[src/rtl/fft_result_reader.sv]
// ============================================================================
// Module      : fft_result_reader
// Description : Reads N complex FFT bins from the selected ping-pong result
//               BRAM and streams them out in order on a valid/ready port.
//               FFT_READER_BITREV_EN: read addresses are bit-reversed.
// Revision    : 1.0 - initial release
// ============================================================================
`default_nettype none

module fft_result_reader #(
    parameter int N          = 64,
    parameter int DATA_WIDTH = 8,
    parameter int BRAM_WIDTH = 10
) (
    input  logic                    clk,
    input  logic                    rst,
    input  logic                    start,
    input  logic                    bank_sel,
    output logic                    ram0_en,
    output logic                    ram1_en,
    output logic [BRAM_WIDTH-1:0]   ram_addr,
    input  logic [2*DATA_WIDTH-1:0] ram0_dout,
    input  logic [2*DATA_WIDTH-1:0] ram1_dout,
    output logic                    out_valid,
    input  logic                    out_ready,
    output logic [DATA_WIDTH-1:0]   out_i,
    output logic [DATA_WIDTH-1:0]   out_q,
    output logic [$clog2(N)-1:0]    out_index,
    output logic                    out_last,
    output logic                    busy,
    output logic                    done
);

    localparam int ADDR_WIDTH = $clog2(N);
    localparam int ENTRY_W    = 2*DATA_WIDTH + ADDR_WIDTH + 1;

    typedef enum logic [1:0] {
        S_IDLE  = 2'd0,
        S_READ  = 2'd1,
        S_DRAIN = 2'd2,
        S_DONE  = 2'd3
    } state_t;

    state_t                  state_q;
    logic                    bank_q;
    logic                    busy_q;
    logic                    done_q;
    logic [ADDR_WIDTH-1:0]   rd_cnt_q;
    logic                    inflight_q;
    logic [ADDR_WIDTH-1:0]   inflight_idx_q;

    logic [ENTRY_W-1:0]      fifo_mem_q [2];
    logic                    wr_ptr_q;
    logic                    rd_ptr_q;
    logic [1:0]              count_q;
    logic [1:0]              count_d;

    logic                    w_start_ok;
    logic                    w_pop;
    logic [2:0]              w_occ;
    logic                    w_credit;
    logic                    w_issue;
    logic                    w_bank;
    logic [ADDR_WIDTH-1:0]   w_addr;
    logic [2*DATA_WIDTH-1:0] w_rdata;
    logic [ENTRY_W-1:0]      w_entry;

`ifdef FFT_READER_BITREV_EN
    for (genvar b = 0; b < ADDR_WIDTH; b++) begin : g_bitrev
        assign w_addr[b] = rd_cnt_q[ADDR_WIDTH-1-b];
    end
`else
    assign w_addr = rd_cnt_q;
`endif

    assign w_start_ok = (state_q == S_IDLE) && start;
    assign out_valid  = (count_q != 2'd0);
    assign w_pop      = out_valid && out_ready;

    // The bin leaving this cycle frees its slot before the new read can land.
    assign w_occ    = {1'b0, count_q} + {2'b00, inflight_q} - {2'b00, w_pop};
    assign w_credit = (w_occ < 3'd2);
    assign w_issue  = !rst && w_credit && (w_start_ok || (state_q == S_READ));

    // The first read goes out in the start cycle, before bank_q is loaded.
    assign w_bank   = (state_q == S_IDLE) ? bank_sel : bank_q;
    assign ram0_en  = w_issue && !w_bank;
    assign ram1_en  = w_issue && w_bank;
    assign ram_addr = w_issue ? BRAM_WIDTH'(w_addr) : '0;

    assign w_rdata = bank_q ? ram1_dout : ram0_dout;
    assign w_entry = {w_rdata, inflight_idx_q,
                      (inflight_idx_q == ADDR_WIDTH'(N-1))};

    assign {out_i, out_q, out_index, out_last} = fifo_mem_q[rd_ptr_q];
    assign busy = busy_q;
    assign done = done_q;

    always_ff @(posedge clk) begin
        if (rst) begin
            state_q        <= S_IDLE;
            bank_q         <= 1'b0;
            busy_q         <= 1'b0;
            done_q         <= 1'b0;
            rd_cnt_q       <= '0;
            inflight_q     <= 1'b0;
            inflight_idx_q <= '0;
        end else begin
            done_q     <= 1'b0;
            inflight_q <= w_issue;
            if (w_issue) begin
                inflight_idx_q <= rd_cnt_q;
            end
            case (state_q)
                S_IDLE: begin
                    if (start) begin
                        bank_q   <= bank_sel;
                        busy_q   <= 1'b1;
                        rd_cnt_q <= ADDR_WIDTH'(1);
                        state_q  <= S_READ;
                    end
                end
                S_READ: begin
                    if (w_issue) begin
                        if (rd_cnt_q == ADDR_WIDTH'(N-1)) begin
                            state_q <= S_DRAIN;
                        end else begin
                            rd_cnt_q <= rd_cnt_q + ADDR_WIDTH'(1);
                        end
                    end
                end
                S_DRAIN: begin
                    if (w_pop && out_last) begin
                        busy_q  <= 1'b0;
                        done_q  <= 1'b1;
                        state_q <= S_DONE;
                    end
                end
                S_DONE: begin
                    rd_cnt_q <= '0;
                    state_q  <= S_IDLE;
                end
                default: state_q <= S_IDLE;
            endcase
        end
    end

    always_comb begin
        count_d = count_q;
        if (inflight_q && !w_pop) begin
            count_d = count_q + 2'd1;
        end else if (!inflight_q && w_pop) begin
            count_d = count_q - 2'd1;
        end
    end

    always_ff @(posedge clk) begin
        if (rst) begin
            for (int e = 0; e < 2; e++) begin
                fifo_mem_q[e] <= '0;
            end
            wr_ptr_q <= 1'b0;
            rd_ptr_q <= 1'b0;
            count_q  <= 2'd0;
        end else begin
            if (inflight_q) begin
                fifo_mem_q[wr_ptr_q] <= w_entry;
                wr_ptr_q             <= ~wr_ptr_q;
            end
            if (w_pop) begin
                rd_ptr_q <= ~rd_ptr_q;
            end
            count_q <= count_d;
        end
    end

endmodule

`default_nettype wire

[config.mk]
export PLATFORM = sky130hd
export DESIGN_NAME = fft_result_reader
export DESIGN_NICKNAME = d
export VERILOG_FILES = /design/src/rtl/fft_result_reader.sv
export SDC_FILE = /design/constraint.sdc
export NUM_CORES = 1
export LEC_CHECK = 0
export ABC_AREA = 1
export BUFFER_PORTS_ARGS = -buffer_cell sky130_fd_sc_hd__clkbuf_2
export CAP_MARGIN = 40
export CORE_MARGIN = 2
export CORE_UTILIZATION = 54
export CTS_CLUSTER_DIAMETER = 200
export CTS_CLUSTER_SIZE = 14
export DETAILED_ROUTE_END_ITERATION = 8
export GPL_TIMING_DRIVEN = 0
export PLACE_DENSITY = 0.8
export SLEW_MARGIN = 20
export SYNTH_ARGS = -nofsm -noshare
export SYNTH_HDL_FRONTEND = slang
export SYNTH_SLANG_ARGS = --single-unit
[constraint.sdc]
create_clock -name clk -period 3.2 [get_ports clk]
set_input_delay 0.16 -clock clk [delete_from_list [all_inputs] [get_ports clk]]
set_output_delay 0.16 -clock clk [all_outputs]
set_load 0.005 [all_outputs]
-- Word-level counts from Yosys, hierarchy flattened
Memory sizes are Yosys's and may differ from the RTL's. A register that Yosys moved wholly into a read port is not among the register bits.
Cells that the tools add are included.
- register bits after elaboration: 22
- memory bits (writable): 46
- input bits: 37
- output and inout bits: 38
- memories kept: 1
- memory list (memory ; words ; bits a word ; rd ports ; clocked after memory_dff ; write ports ; line ; source):
    fifo_mem_q ; 2 ; 23 ; 1 ; 1 ; 2 ; 52 ; logic [ENTRY_W-1:0] fifo_mem_q [2];
- $add $sub $neg: 5
- order comparisons: 1
- eq/ne operators: 10
- multiplexer cells: 28
- bitwise operators: 3
- reductions and logical operators: 25
- operators by type and width (cell ; count):
    6-bit 2-to-1 mux ; 4
    23-bit 2-to-1 mux ; 1
    23-bit OR reduction ; 1
    6-bit case mux with 3 select lines ; 1
    16-bit 2-to-1 mux ; 1
    1-bit 2-to-1 mux ; 13
    6-bit equality test, second input constant ; 2
    2-bit 2-to-1 mux ; 6
    1-bit logical AND ; 9
    2-bit != test, second input constant ; 4
    2-bit case mux with 4 select lines ; 1
    4-bit AND reduction ; 2
    6-bit by 1-bit adder with 6-bit output, second input constant ; 1
    2-bit nonzero test ; 3
    2-bit equality test, second input constant ; 2
    1-bit logical NOT ; 4
    2-bit by 1-bit adder with 3-bit output ; 1
    3-bit by 2-bit < comparator with 1-bit output, second input constant ; 1
    1-bit NOT ; 3
    3-bit AND reduction ; 1
    3-bit nonzero test ; 1
    3-bit by 1-bit subtractor with 3-bit output ; 1
    2-bit by 1-bit adder with 2-bit output, second input constant ; 1
    2-bit by 1-bit equality test with 1-bit output, second input constant ; 1
    7 further kinds ; 7

-- Logic depth before layout (Yosys ltp)
- depth in word-level cells: 8
- gate-level depth with buffers: 14
- gate-level depth less buffers: 14

-- Worst setup path before layout
Ideal clock, no wire load.
- kind: reg2reg
- start point: reg count_q[1]
- end point: reg rd_cnt_q[5]
- arrival: 2.309 ns
- data required time: 3.087 ns
- setup slack: 0.778 ns
- stages on the path, launching flop included: 15
- period minus slack after synthesis: 2.422 ns
- path through: dfxtp_1 nor2_1 nor2_4 ha_1 or2_2 fa_1 inv_1 nor2_1 nand3_2 nand2_2 nand2_4 nor2_4 nand2_1 nand2_1 nor2_1
- cells in the longest elaborated chain, start to end: 8
- elaborated cells on any way between the ends: 9
- those cells by class: add/sub (2); order compare (1); eq/ne (1); reduce/logical (5)
- RTL lines (element ; line ; source):
    start: declaration ; 55 ; logic [1:0] count_q;
    start signal: assignment ; 173 ; count_q <= count_d;
    2-bit nonzero test ; 77 ; assign out_valid = (count_q != 2'd0);
    1-bit logical AND ; 78 ; assign w_pop = out_valid && out_ready;
    named net w_pop ; 59 ; logic w_pop;
    3-bit by 1-bit subtractor with 3-bit output ; 81 ; assign w_occ = {1'b0, count_q} + {2'b00, inflight_q} - {2'b00, w_pop};
    3-bit by 2-bit < comparator with 1-bit output ; 82 ; assign w_credit = (w_occ < 3'd2);
    1-bit logical AND (2 in series) ; 83 ; assign w_issue = !rst && w_credit && (w_start_ok || (state_q == S_READ));
    2-bit != test (no line) ; n/a ;
    4-bit AND reduction (no line) ; n/a ;
    end signal: assignment ; 128 ; rd_cnt_q <= rd_cnt_q + ADDR_WIDTH'(1);
    end: declaration ; 48 ; logic [ADDR_WIDTH-1:0] rd_cnt_q;
The timed path passes the listed nets, and every way through them passes these cells.
A chain may end at the register's enable or synchronous reset.

-- Worst setup path after layout
- start point: reg count_q[1]
- end point: out ram1_en
- cells in the longest elaborated chain, start to end: 7
- elaborated cells on any way between the ends: 8
- those cells by class: add/sub (2); order compare (1); reduce/logical (5)
- RTL lines (element ; line ; source):
    2-bit nonzero test ; 77 ;
    1-bit logical AND ; 78 ;
    named net w_pop ; 59 ;
    3-bit by 1-bit subtractor with 3-bit output ; 81 ;
    3-bit by 2-bit < comparator with 1-bit output ; 82 ;
    1-bit logical AND (2 in series) ; 83 ;
    1-bit logical AND ; 88 ; assign ram1_en = w_issue && w_bank;
    end: declaration ; 20 ; output logic ram1_en,
The timed path passes the listed nets, and every way through them passes these cells.

==> summary.txt <==
Run status
  – Status: finished, final reports clean

Route
  – Initial DRC Count: 189
  – Total wire length: 6920 µm
  – Post-DRT Antenna Nets: 0
  – Vias post-DR: 2746
  – Vias per cell: 4.94
  – Routed WL per cell: 12.4 µm
  – DRC violations left: 0
  – Initial DRT Pass Iterations: 4

Synthesis
  – Ranking of synthesized cells by area: edfxtp_1, dfxtp_1, nand2_1, nor2_1, mux2i_1
  – Post-Syn Instances: 389
  – Number of synthesized register bits: 69
  – Mapped Area: 3400 µm²
  – Mapped Avg Cell Area: 8.74 µm²
  – Seq/Total Area, Yosys: 54.2%
  – Yosys top cell area share: 40.6%
  – Cell variety after synth: 31
  – Yosys top cell by area: edfxtp_1
  – Yosys warning count: 0

Finish
  – Final core area utilization: 68.1%
  – Nets: 522
  – Area Overhead vs Synth: 20.1%
  – Filler Cell Count: 468
  – Layout cells sized above 1: 24.9%
  – Seq. cell area: 1840 µm²
  – Multi-input logic area: 1340 µm²
  – ANT cells: 0

STA
  – Max-slew headroom: 63.6%
  – RSZ-0062 raised after global routing: no
  – Final hold vios: 0
  – Final min period: 3.02 ns
  – Max-slew violations: 0
  – Slew @ Worst Pin: 0.544 ns
  – Final hold slack: 0.0417 ns
  – Setup_tns: 0 ns
  – Final Cycle Share: 94.4%
  – F_max: 0.331 GHz
  – Final Skew: 0.00634 ns
  – Final setup fails: 0

Floorplan
  – Initial Util: 56.7%
  – Core Area: 5990 µm²
  – Row cnt: 28
  – Die Ht: 83.3 µm
  – Num ports: 75
  – Die Footprint: 6940 µm²
  – Chip width: 83.3 µm

Worst setup path
  – Reg2Reg Depth: 12
  – CP startpoint kind: flop
  – Data required time of the worst path: 3.04 ns
  – FF-to-FF Start: count_q[1]
  – Reg-to-Reg End: inflight_idx_q[1]
  – Crit. End Element: primary output
  – Crit-path max FO: 8
  – Setup crit end: ram1_en
  – Data arrival time of the worst path: 2.86 ns
  – Crit path from: count_q[1]
  – R2R setup slack: 0.62 ns
  – CP Class: reg2out

Place
  – DP HPWL: 5130 µm
  – I/O Buffers: 70
  – Routability congestion estimate: 0.944

Pwr
  – Final Power: 2870 µW
  – Worst IR Drop VDD: 420 µV
  – LEAKAGE: 0.00189 µW
  – Power per cell area: 703 nW/µm²

Global routing
  – Total track usage: 21.2%
  – M1 GR Usage: 24.0%
  – First-pass GRT wire length: 11700 µm
  – Gr busiest metal: met2
  – Vias in the first global route: 2619
  – M2 GR Usage: 37.1%
  – M3 GR Usage: 4.27%
  – Antenna violations before repair: 0
  – Grt total ovfl: 0
  – Largest net degree at the start of global routing: 14

Clocking
  – Num CTS Buffers: 9
  – CTS max path bufs: 2
  – Reg clk slew, reported paths: 0.06 ns
  – H-tree lvl count: 3
  – Clk_lat worst skew: 0.34 ns
  – CTS Root Cell: clkbuf_8
  – CTS tree: done
  – # clock sinks: 69
  – CTS Hold Bufs: 0

Min path
  – Hold crit path type: in2reg

Job
  – Max-cap viol count: 0
## report_power, final
| group | total (µW) | switching [µW] | internal, µW |
|---|---|---|---|
| Sequential | 1180 | 80.6 | 1100 |
| Clock | 677 | 296 | 381 |
| Combinational | 1010 | 631 | 381 |
| Total | 2870 | 1010 | 1860 |
## per-layer routing
metal	wire [µm]	part of all wire, %	vias up
li1	-	-	1410
met1	2760	40	1220
met2	3530	51	98
met3	461	6.7	18
met4	161	2.3	0
met5	0	0	-
## cells by family (layout without fill, tap and decap cells)
logic type / count (synthesis) / in the layout / share of synthesized area, %
flops: 69 / 69 / 54.2
fa+ha+maj: 9 / 9 / 3.53
mux: 16 / 16 / 4.71
buf+inv: 55 / 144 / 6.89
other cells: 1 / 4 / 0.110
simple gates: 212 / 212 / 26.3
compound gates: 27 / 27 / 4.27
## worst min-delay path by stage
stage | start | to | slack (ns) | cells after the start
3_3_place_gp | rst | done | 0.40 | 2
5_1_grt | rst | done | 0.04 | 2
6_report | rst | done | 0.04 | 2
4_1_cts | rst | done | 0.03 | 2
2_1_floorplan | rst | done | 0.24 | 1
3_5_place_dp | rst | done | 0.40 | 2
## what timing repair did
item | in CTS | in global routing
resized for setup | 0 | 2
setup buffers | 0 | 1
setup endpoints to repair | 0 | 6
## cells in the mapped netlist
cell type / instances
or2_0: 1
o21bai_1: 3
mux2i_1: 16
or2_2: 1
nand2_1: 111
nand2_2: 3
buf_2: 7
dfxtp_1: 23
nand4_1: 1
nor2_4: 4
ha_1: 8
nor3b_1: 1
conb_1: 1
fa_1: 1
inv_2: 7
nor3_1: 1
nor2_2: 2
o211ai_1: 1
edfxtp_1: 46
buf_4: 5
a21oi_1: 16
nor4_1: 1
o21ai_1: 1
clkinv_1: 1
o21ai_0: 6
clkbuf_1: 5
nand2_4: 2
nor2_1: 72
nand3_1: 10
inv_1: 30
nand3_2: 2
## area by class of cell
class	instances	share of cell area, %
Timing Repair Buffer	73	9.50
Clock inverter	2	0.858
Sequential cell	69	45.1
Clock buffer	14	3.74
Inverter	38	3.49
Buffer	17	2.24
Multi-Input combinational cell	268	32.7
Tap cell	75	2.30
## registers in the layout, summed over array words and instances, names as in the netlist, named ones only
register and count:
bank_q 1, rd_ptr_q 1, wr_ptr_q 1, state_q 2, inflight_q 1, rd_cnt_q 6
count_q 2, busy 1, inflight_idx_q 6, fifo_mem_q 46, done 1
## stage by stage
| step | setup slack [ns] | std cells | instance area, µm² |
|---|---|---|---|
| after floorplan | 0.778 | 392 | 3410 |
| after global placement | 0.535 | 537 | 3850 |
| after detailed placement | 0.458 | 539 | 3880 |
| after CTS | 0.0701 | 555 | 4070 |
| after global routing | 0.0280 | 556 | 4080 |
| final | 0.180 | 556 | 4080 |
## critical path: stages, from the launching register on
cell and delay, ns:
dfxtp_2 0.35, nor2_2 0.18, nor2_4 0.07, ha_1 0.26
or2_2 0.30, fa_1 0.49, inv_1 0.04, nor2_1 0.11
nand3_2 0.14, nor2_4 0.24, inv_2 0.12, nor2_1 0.10
clkbuf_2 0.12
## layout by cell type, fill, tap and decap left out, types with 2 or more instances in the layout
cell type	instances
o21ai_0	6
nand2_2	3
a21oi_1	16
nand3_1	10
buf_8	2
inv_1	30
conb_1	4
buf_2	7
ha_1	8
edfxtp_1	46
clkbuf_8	10
o21bai_1	3
nor2_2	3
dfxtp_1	22
clkbuf_1	9
nor2_1	71
nand3_2	2
buf_4	6
mux2i_1	16
clkbuf_2	70
nor2_4	4
nand2_4	2
nand2_1	111
inv_2	7
Note: power is estimated with default switching activity, not from simulation.
